$ cat config.mk
export PLATFORM = sky130hd
export DESIGN_NAME = pulse_burst_ctrl
export DESIGN_NICKNAME = d
export VERILOG_FILES = /design/src/rtl/pulse_burst_ctrl_pkg.sv /design/src/rtl/pulse_burst_ctrl_prescaler.sv /design/src/rtl/pulse_burst_ctrl.sv
export SDC_FILE = /design/constraint.sdc
export NUM_CORES = 1
export LEC_CHECK = 0
export BUFFER_PORTS_ARGS = -buffer_cell sky130_fd_sc_hd__buf_2
export CAP_MARGIN = 10
export CORE_ASPECT_RATIO = 0.75
export CORE_MARGIN = 2
export CORE_UTILIZATION = 50
export CTS_BUF_LIST = sky130_fd_sc_hd__clkbuf_4
export CTS_CLUSTER_DIAMETER = 150
export DETAILED_ROUTE_END_ITERATION = 6
export PLACE_DENSITY_LB_ADDON = 0.3
export SYNTH_ARGS = -nofsm -noshare
export SYNTH_HDL_FRONTEND = slang
export SYNTH_SLANG_ARGS = --single-unit
$ cat constraint.sdc
create_clock -name clk -period 3.4 [get_ports clk]
set_input_delay 0.51 -clock clk [delete_from_list [all_inputs] [get_ports clk]]
set_output_delay 0.51 -clock clk [all_outputs]
set_load 0.1 [all_outputs]
$ cat src/rtl/pulse_burst_ctrl_pkg.sv
// Shared state encoding and helpers for the pulse burst sequencer.
package pulse_burst_ctrl_pkg;

   typedef enum logic [2:0] {
      S_IDLE  = 3'd0,
      S_DELAY = 3'd1,
      S_HIGH  = 3'd2,
      S_LOW   = 3'd3,
      S_DONE  = 3'd4
   } state_t;

   function automatic logic is_busy(state_t s);
      return (s == S_DELAY) || (s == S_HIGH) || (s == S_LOW);
   endfunction

endpackage

$ cat src/rtl/pulse_burst_ctrl_prescaler.sv
// Clock-to-tick divider; clr restarts the count so phases align to entry.
module pulse_burst_ctrl_prescaler #(
   parameter int PRESCALE       = 16,
   parameter int PRESCALE_WIDTH = 4
) (
   input  logic clk,
   input  logic rst_n,
   input  logic clr,
   output logic tick
);

   localparam logic [PRESCALE_WIDTH-1:0] LAST = PRESCALE_WIDTH'(PRESCALE - 1);
   localparam logic [PRESCALE_WIDTH-1:0] ONE  = PRESCALE_WIDTH'(1);

   logic [PRESCALE_WIDTH-1:0] cnt;

   always_ff @(posedge clk or negedge rst_n) begin
      if (!rst_n)
         cnt <= '0;
      else if (clr || cnt == LAST)
         cnt <= '0;
      else
         cnt <= cnt + ONE;
   end

   assign tick = (cnt == LAST);

endmodule

$ cat src/rtl/pulse_burst_ctrl.sv
// Programmable pulse-burst sequencer: delay, then count pulses on a tick grid.
module pulse_burst_ctrl
   import pulse_burst_ctrl_pkg::*;
#(
   parameter int PRESCALE       = 16,
   parameter int PRESCALE_WIDTH = 4,
   parameter int TWIDTH         = 8,
   parameter int CWIDTH         = 8
) (
   input  logic              clk,
   input  logic              rst_n,
   input  logic              start,
   input  logic              abort,
   input  logic [TWIDTH-1:0] cfg_delay,
   input  logic [TWIDTH-1:0] cfg_width,
   input  logic [TWIDTH-1:0] cfg_period,
   input  logic [CWIDTH-1:0] cfg_count,
   output logic              pulse,
   output logic              busy,
   output logic              done,
   output logic              cfg_err,
   output logic [CWIDTH-1:0] pulse_idx
);

   state_t            state, nxt;
   logic [TWIDTH-1:0] sh_delay, sh_width, sh_low;
   logic [TWIDTH-1:0] tcnt, plen;
   logic [CWIDTH-1:0] sh_count;
   logic              tick, clr, illegal, accept, phase_end, last;

   assign illegal = (cfg_width == '0) || (cfg_count == '0) ||
                    (cfg_width >= cfg_period);
   assign accept  = (state == S_IDLE) && start && !abort && !illegal;
   assign last    = (pulse_idx == sh_count - CWIDTH'(1));

   always_comb begin
      plen = '0;
      unique case (state)
         S_DELAY: plen = sh_delay;
         S_HIGH:  plen = sh_width;
         S_LOW:   plen = sh_low;
         default: plen = '0;
      endcase
   end

   assign phase_end = tick && (tcnt == plen - TWIDTH'(1));

   always_comb begin
      nxt = state;
      if (abort) begin
         nxt = S_IDLE;
      end else begin
         unique case (state)
            S_IDLE:
               if (start && !illegal)
                  nxt = (cfg_delay != '0) ? S_DELAY : S_HIGH;
            S_DELAY: if (phase_end) nxt = S_HIGH;
            S_HIGH:  if (phase_end) nxt = S_LOW;
            S_LOW:   if (phase_end) nxt = last ? S_DONE : S_HIGH;
            S_DONE:  nxt = S_IDLE;
            default: nxt = S_IDLE;
         endcase
      end
   end

   // Restarting the divider on every phase change keeps phases exact.
   assign clr = (nxt != state) || (state == S_IDLE);

   pulse_burst_ctrl_prescaler #(
      .PRESCALE       (PRESCALE),
      .PRESCALE_WIDTH (PRESCALE_WIDTH)
   ) u_presc (
      .clk   (clk),
      .rst_n (rst_n),
      .clr   (clr),
      .tick  (tick)
   );

   always_ff @(posedge clk or negedge rst_n) begin
      if (!rst_n) begin
         state   <= S_IDLE;
         tcnt    <= '0;
         pulse   <= 1'b0;
         busy    <= 1'b0;
         done    <= 1'b0;
         cfg_err <= 1'b0;
      end else begin
         state   <= nxt;
         pulse   <= (nxt == S_HIGH);
         busy    <= is_busy(nxt);
         done    <= (nxt == S_DONE);
         cfg_err <= (state == S_IDLE) && start && !abort && illegal;
         if (clr)
            tcnt <= '0;
         else if (tick)
            tcnt <= tcnt + TWIDTH'(1);
      end
   end

   always_ff @(posedge clk or negedge rst_n) begin
      if (!rst_n) begin
         sh_delay  <= '0;
         sh_width  <= '0;
         sh_low    <= '0;
         sh_count  <= '0;
         pulse_idx <= '0;
      end else if (accept) begin
         sh_delay  <= cfg_delay;
         sh_width  <= cfg_width;
         sh_low    <= cfg_period - cfg_width;
         sh_count  <= cfg_count;
         pulse_idx <= '0;
      end else if (state == S_LOW && phase_end && !last && !abort) begin
         pulse_idx <= pulse_idx + CWIDTH'(1);
      end
   end

endmodule
# == Word level (Yosys, flattened, before mapping) ==
# Index checks and enable logic that the tools add are counted.
# classes
n_addsub,6
n_lt_le_gt_ge,1
n_eq_ne,11
muxes,14
n_reduce_logical,24
# op_table
operator,n
8-bit 2-to-1 mux,4
8-bit one-hot mux with 3 select lines,1
3-bit 2-to-1 mux,6
8-bit by 1-bit adder with 8-bit output (second input constant),2
8-bit equality test,2
8-bit zero test,2
8-bit by 1-bit subtractor with 8-bit output (second input constant),2
3-bit by 2-bit equality test with 1-bit output (second input constant),4
3-bit one-hot mux with 4 select lines,1
1-bit logical AND,9
8-bit greater-or-equal comparator,1
8-bit nonzero test,1
8-bit subtractor,1
3-bit by 1-bit equality test with 1-bit output (second input constant),2
1-bit logical OR,6
4-bit by 1-bit adder with 4-bit output (second input constant),1
4-bit equality test (second input constant),1
4-bit 2-to-1 mux,1
2-bit nonzero test,2
3-bit equality test (second input constant),1
1-bit zero test,3
3-bit zero test,1
3-bit inequality test,1
2-bit 2-to-1 mux,1
# word_totals
reg_bits,59
input_bits,36
output_inout_bits,12
elab_cells,68

# == Logic depth before layout (Yosys ltp) ==
# logic_depth
word_depth,12
depth_mapped,13
depth_no_buf,11

# == Modules after synthesis ==
# From an unflattened synthesis, not the netlist that was laid out.
# hier_totals
cells_unflattened,394
hier_area_um2,3619.7
# by_module_without_submodules
mod,instances,cells_each,area_per_inst_um2,seq_area_each_um2
pulse_burst_ctrl,1,381,3448.3,1376.3
pulse_burst_ctrl_prescaler,1,13,171.4,100.1

# == Worst setup path after synthesis ==
# No wires, ideal clock.
# synth_path
path_kind,register to register
start,register state[0]
end,register pulse_idx[6]
setup_time_ns,0.078
arrival_time_ns,3.192
t_required_ns,3.322
setup_slack_ns,0.130
stages_incl_launch_ff,11
n_path_buf,1
synth_period_minus_slack_ns,3.270
path_cell_list,dfrtp_1 -> buf_6 -> mux2_2 -> a32oi_1 -> ha_1 -> xnor3_1 -> o32a_1 -> o211a_4 -> or4b_4 -> or3_1 -> a21oi_1
# synth_between
elab_chain_len,9
elab_cells_between_ends,16
classes_between,1 x add/sub; 4 x eq/ne; 2 x mux; 9 x reduce/logical
# synth_rtl
item,line,rtl
"start, declared",pulse_burst_ctrl.sv:25,"state_t state, nxt;"
"start signal, assigned",pulse_burst_ctrl.sv:88,state <= nxt;
"3-bit by 2-bit equality test with 1-bit output, or another cell as far along","pulse_burst_ctrl.sv:38, pulse_burst_ctrl.sv:113",
8-bit one-hot mux with 3 select lines,pulse_burst_ctrl.sv:38,unique case (state)
8-bit by 1-bit subtractor with 8-bit output,pulse_burst_ctrl.sv:46,assign phase_end = tick && (tcnt == plen - TWIDTH'(1));
8-bit equality test,pulse_burst_ctrl.sv:46,
1-bit logical AND,pulse_burst_ctrl.sv:46,
1-bit logical AND (3 in a row),pulse_burst_ctrl.sv:113,end else if (state == S_LOW && phase_end && !last && !abort) begin
2-bit nonzero test (no source line),--,
"end signal, assigned",pulse_burst_ctrl.sv:114,pulse_idx <= pulse_idx + CWIDTH'(1);
"end, declared",pulse_burst_ctrl.sv:22,output logic [CWIDTH-1:0] pulse_idx
# Several ways; a longest one is shown, not always the timed one.
# A chain may end at the register's enable or synchronous reset.

# == Worst setup path after layout ==
# layout_path
start,register state[0]
end,register pulse_idx[5]
# The elaborated chain is that of the path after synthesis.

==> results.json <==
{
  "cp_data_required_time_ps": 3720,
  "ys_warn_count": 0,
  "grt_max_degree": 46,
  "yosys.area.top_type": "dfrtp_1",
  "hold_buffers": 0,
  "worstMarginPinSlew_ps": 949,
  "setup_viol": 0,
  "ctsHtreeMaxLevel": 3,
  "final.min_clock_period_ps": 3290,
  "viasPerCell": 5.72,
  "min_path_type": "primary input to asynchronous set/reset pin",
  "grt_pass1_vias": 3063,
  "grt_pass1_wl_microns": 14700,
  "cp-start-kind": "register",
  "synth_edf_count": 0,
  "core_area_sq_mm": 0.00723,
  "ys_types": 57,
  "place_ws_ps": 37.7,
  "cpPeakStageDelay_ps": 560,
  "finalHoldViolations": 0,
  "netlist_instances": 414,
  "cp_cell_sequence": "mux2_2, a32oi_1, ha_4, buf_4, xor2_1, xnor2_1, nor3_2, nand4_1, or4b_4, or3_1, a21oi_1",
  "ys.flop_type": "dfrtp_1",
  "dr.pass1.iters": 7,
  "worst_setup_path_end_kind": "register",
  "p_leak_nw": 2.01,
  "power_density_mw_per_mm2": 518,
  "dpl.hpwl_microns": 6770,
  "cts.clk_slew.worst_paths_ps": 100,
  "globalRoute.totalOverflow": 0,
  "clk_path_buf_depth": 2,
  "drcViolationCount": 0,
  "drive_gt1_frac": 0.208,
  "die_h_microns": 78.3,
  "start_util": 0.509,
  "status": "complete, no violations",
  "slowest_stage": "or4b_4",
  "path_class": "register to register",
  "synthToLayoutAreaGrowth_pct": 15.1,
  "skew_ps": 17.4,
  "fin_ws_ps": 112,
  "synth_area_leaders": "dfrtp_1, nand2_1, ha_1",
  "clk_latency_ps": 410,
  "port_buffers": 47,
  "antenna_cells": 0,
  "async_flop_share": 1.00,
  "clock_sink_count": 59,
  "row_count": 27,
  "cp.arrival_ps": 3610,
  "ys_seq_elements": 59,
  "synth_area_sq_mm": 0.00368,
  "cts_tree": "yes",
  "vias": 3307,
  "ios": 48,
  "post-route-period-util": 0.967,
  "max_freq_mhz": 304,
  "slew_viol_final": 0,
  "routed_wl_microns": 8990,
  "antenna_found_initial": 0,
  "fin_util": 0.586,
  "ant_nets": 0,
  "netlist.area_leader.share": 0.401,
  "cts_buffers": 9,
  "die_x_microns": 103,
  "synth_seq_area_share": 0.401,
  "relSlewSlack": 0.367,
  "worstPathBufferInverterCount": 1,
  "path_delay_family": "simple AND/OR/NAND/NOR gates",
  "ctsRootBufferMaster": "clkbuf_4",
  "synth_nets": 464,
  "synth_area_per_cell_sq_um": 8.89,
  "grt_usage": 0.237,
  "drv_cap": 0,
  "wl_per_cell_microns": 15.5,
  "crit_fanout": 6,
  "die_area_sq_mm": 0.00807,
  "drtIter0Drc": 170,
  "gp_congestion": 0.901,
  "final_net_count": 523,
  "vdd_drop_max_mv": 0.257
}
==> cell usage in the layout (no fill, tap or decap), drive strengths merged, types with 9 or more instances in the layout <==
| cell | count |
|---|---|
| xor2 | 13 |
| nor3 | 12 |
| buf | 64 |
| nand3 | 13 |
| clkbuf | 11 |
| dfrtp | 59 |
| ha | 13 |
| xnor2 | 18 |
| nor2 | 26 |
| nand4 | 9 |
| nand2 | 83 |
| a21oi | 11 |
| inv | 20 |
| o21ai | 25 |
==> report_power, final <==
part           leakage, nW  internal [W]  switching [W]
sequential           0.774      0.000853       0.000128
clock               0.0718      0.000231       0.000245
combinational         1.17      0.000323       0.000414
total                 2.01       0.00141       0.000787
==> per-layer routing <==
layer	routed length [microns]	share of wire	track usage
met5	0	0	0
met4	167	0.019	0.0553
met3	651	0.072	0.0632
met2	3920	0.44	0.349
met1	4250	0.47	0.348
==> synth_stat cells (2+ instances only) <==
cell type,instances
a21boi_0,2
a21oi_1,11
a221o_1,2
a22oi_1,3
a31o_2,2
a31oi_1,3
a32o_1,2
a32oi_1,4
and3_1,8
buf_2,2
clkbuf_1,12
dfrtp_1,59
ha_1,13
inv_1,20
mux2_2,6
mux2_4,2
mux2i_1,4
nand2_1,83
nand2b_1,3
nand3_1,13
nand3b_1,3
nand4_1,9
nand4b_1,2
nor2_1,26
nor2b_1,4
nor3_1,12
nor4_1,6
o211ai_1,2
o21a_1,4
o21ai_0,25
o31ai_1,4
or3_1,6
or4_1,4
xnor2_1,18
xor2_1,13
==> worst reg2reg max path, delay by kind of cell (launching register included) <==
kind | cells | cell delay, ps
adder cells (fa/ha/maj) | 1 | 220
flip-flops | 1 | 440
XOR/XNOR | 2 | 270
buffers and inverters | 1 | 120
multiplexers | 1 | 350
AND/OR/NAND/NOR | 4 | 1310
AO/OA/AOI/OAI | 2 | 490
==> final cells by class <==
cell class                 instances  area [sq um]
inverter                          20          75.1
multi-input combinational        319          2070
timing repair buffer              64           363
sequential                        59          1480
tap                              101           126
fill                             683          2990
clock inverter                     4          42.5
clock buffer                      11          82.6
==> final timing paths <==
check                                  from           end  slack (ps)  cells after the start
worst max-delay path               state[0]  pulse_idx[5]         110                     11
worst max register to register     state[0]  pulse_idx[5]         110                     11
worst min-delay path                  rst_n   sh_count[7]         240                      1
worst min register to register  sh_width[0]   sh_width[0]         480                      2
max in group asynchronous             rst_n       tcnt[3]        2360                      2
min in group clk                      abort      state[0]         290                      2
==> state kept, by name (all words and copies together) (netlist names) <==
register,cells
busy,1
sh_count,8
pulse_idx,8
u_presc.cnt,4
pulse,1
sh_low,8
sh_delay,8
state,3
sh_width,8
tcnt,8
done,1
cfg_err,1
==> kinds of logic after synthesis <==
kind of cell | count (synthesis) | share of synthesized area
muxes | 12 | 0.0374
adders and majority gates | 14 | 0.0496
buffers and inverters | 36 | 0.0425
and+or+nand+nor | 188 | 0.249
DFF | 59 | 0.401
AOI/OAI and AO/OA | 73 | 0.141
xor gates and xnor gates | 32 | 0.0798
==> what timing repair did <==
action	in CTS	in global routing
pin swaps	0	1
resized for setup	1	3
endpoints found under the setup margin	1	5
setup buffers	0	3
==> per-stage QoR <==
step | total power, W | hold WS, ps | cell area, sq um | setup TNS [ps] | std cells
final | 0.00219 | 238 | 4240 | 0 | 578
after global routing | 0.00234 | 267 | 4240 | -64.3 | 578
after CTS | 0.00219 | 257 | 4200 | 0 | 575
after detailed placement | 0.00171 | 463 | 4070 | 0 | 560
after global placement | 0.00167 | 460 | 4070 | 0 | 560
after floorplan | 0.00150 | 214 | 3680 | 0 | 414
No activity file was read; power rests on OpenSTA's default activity.
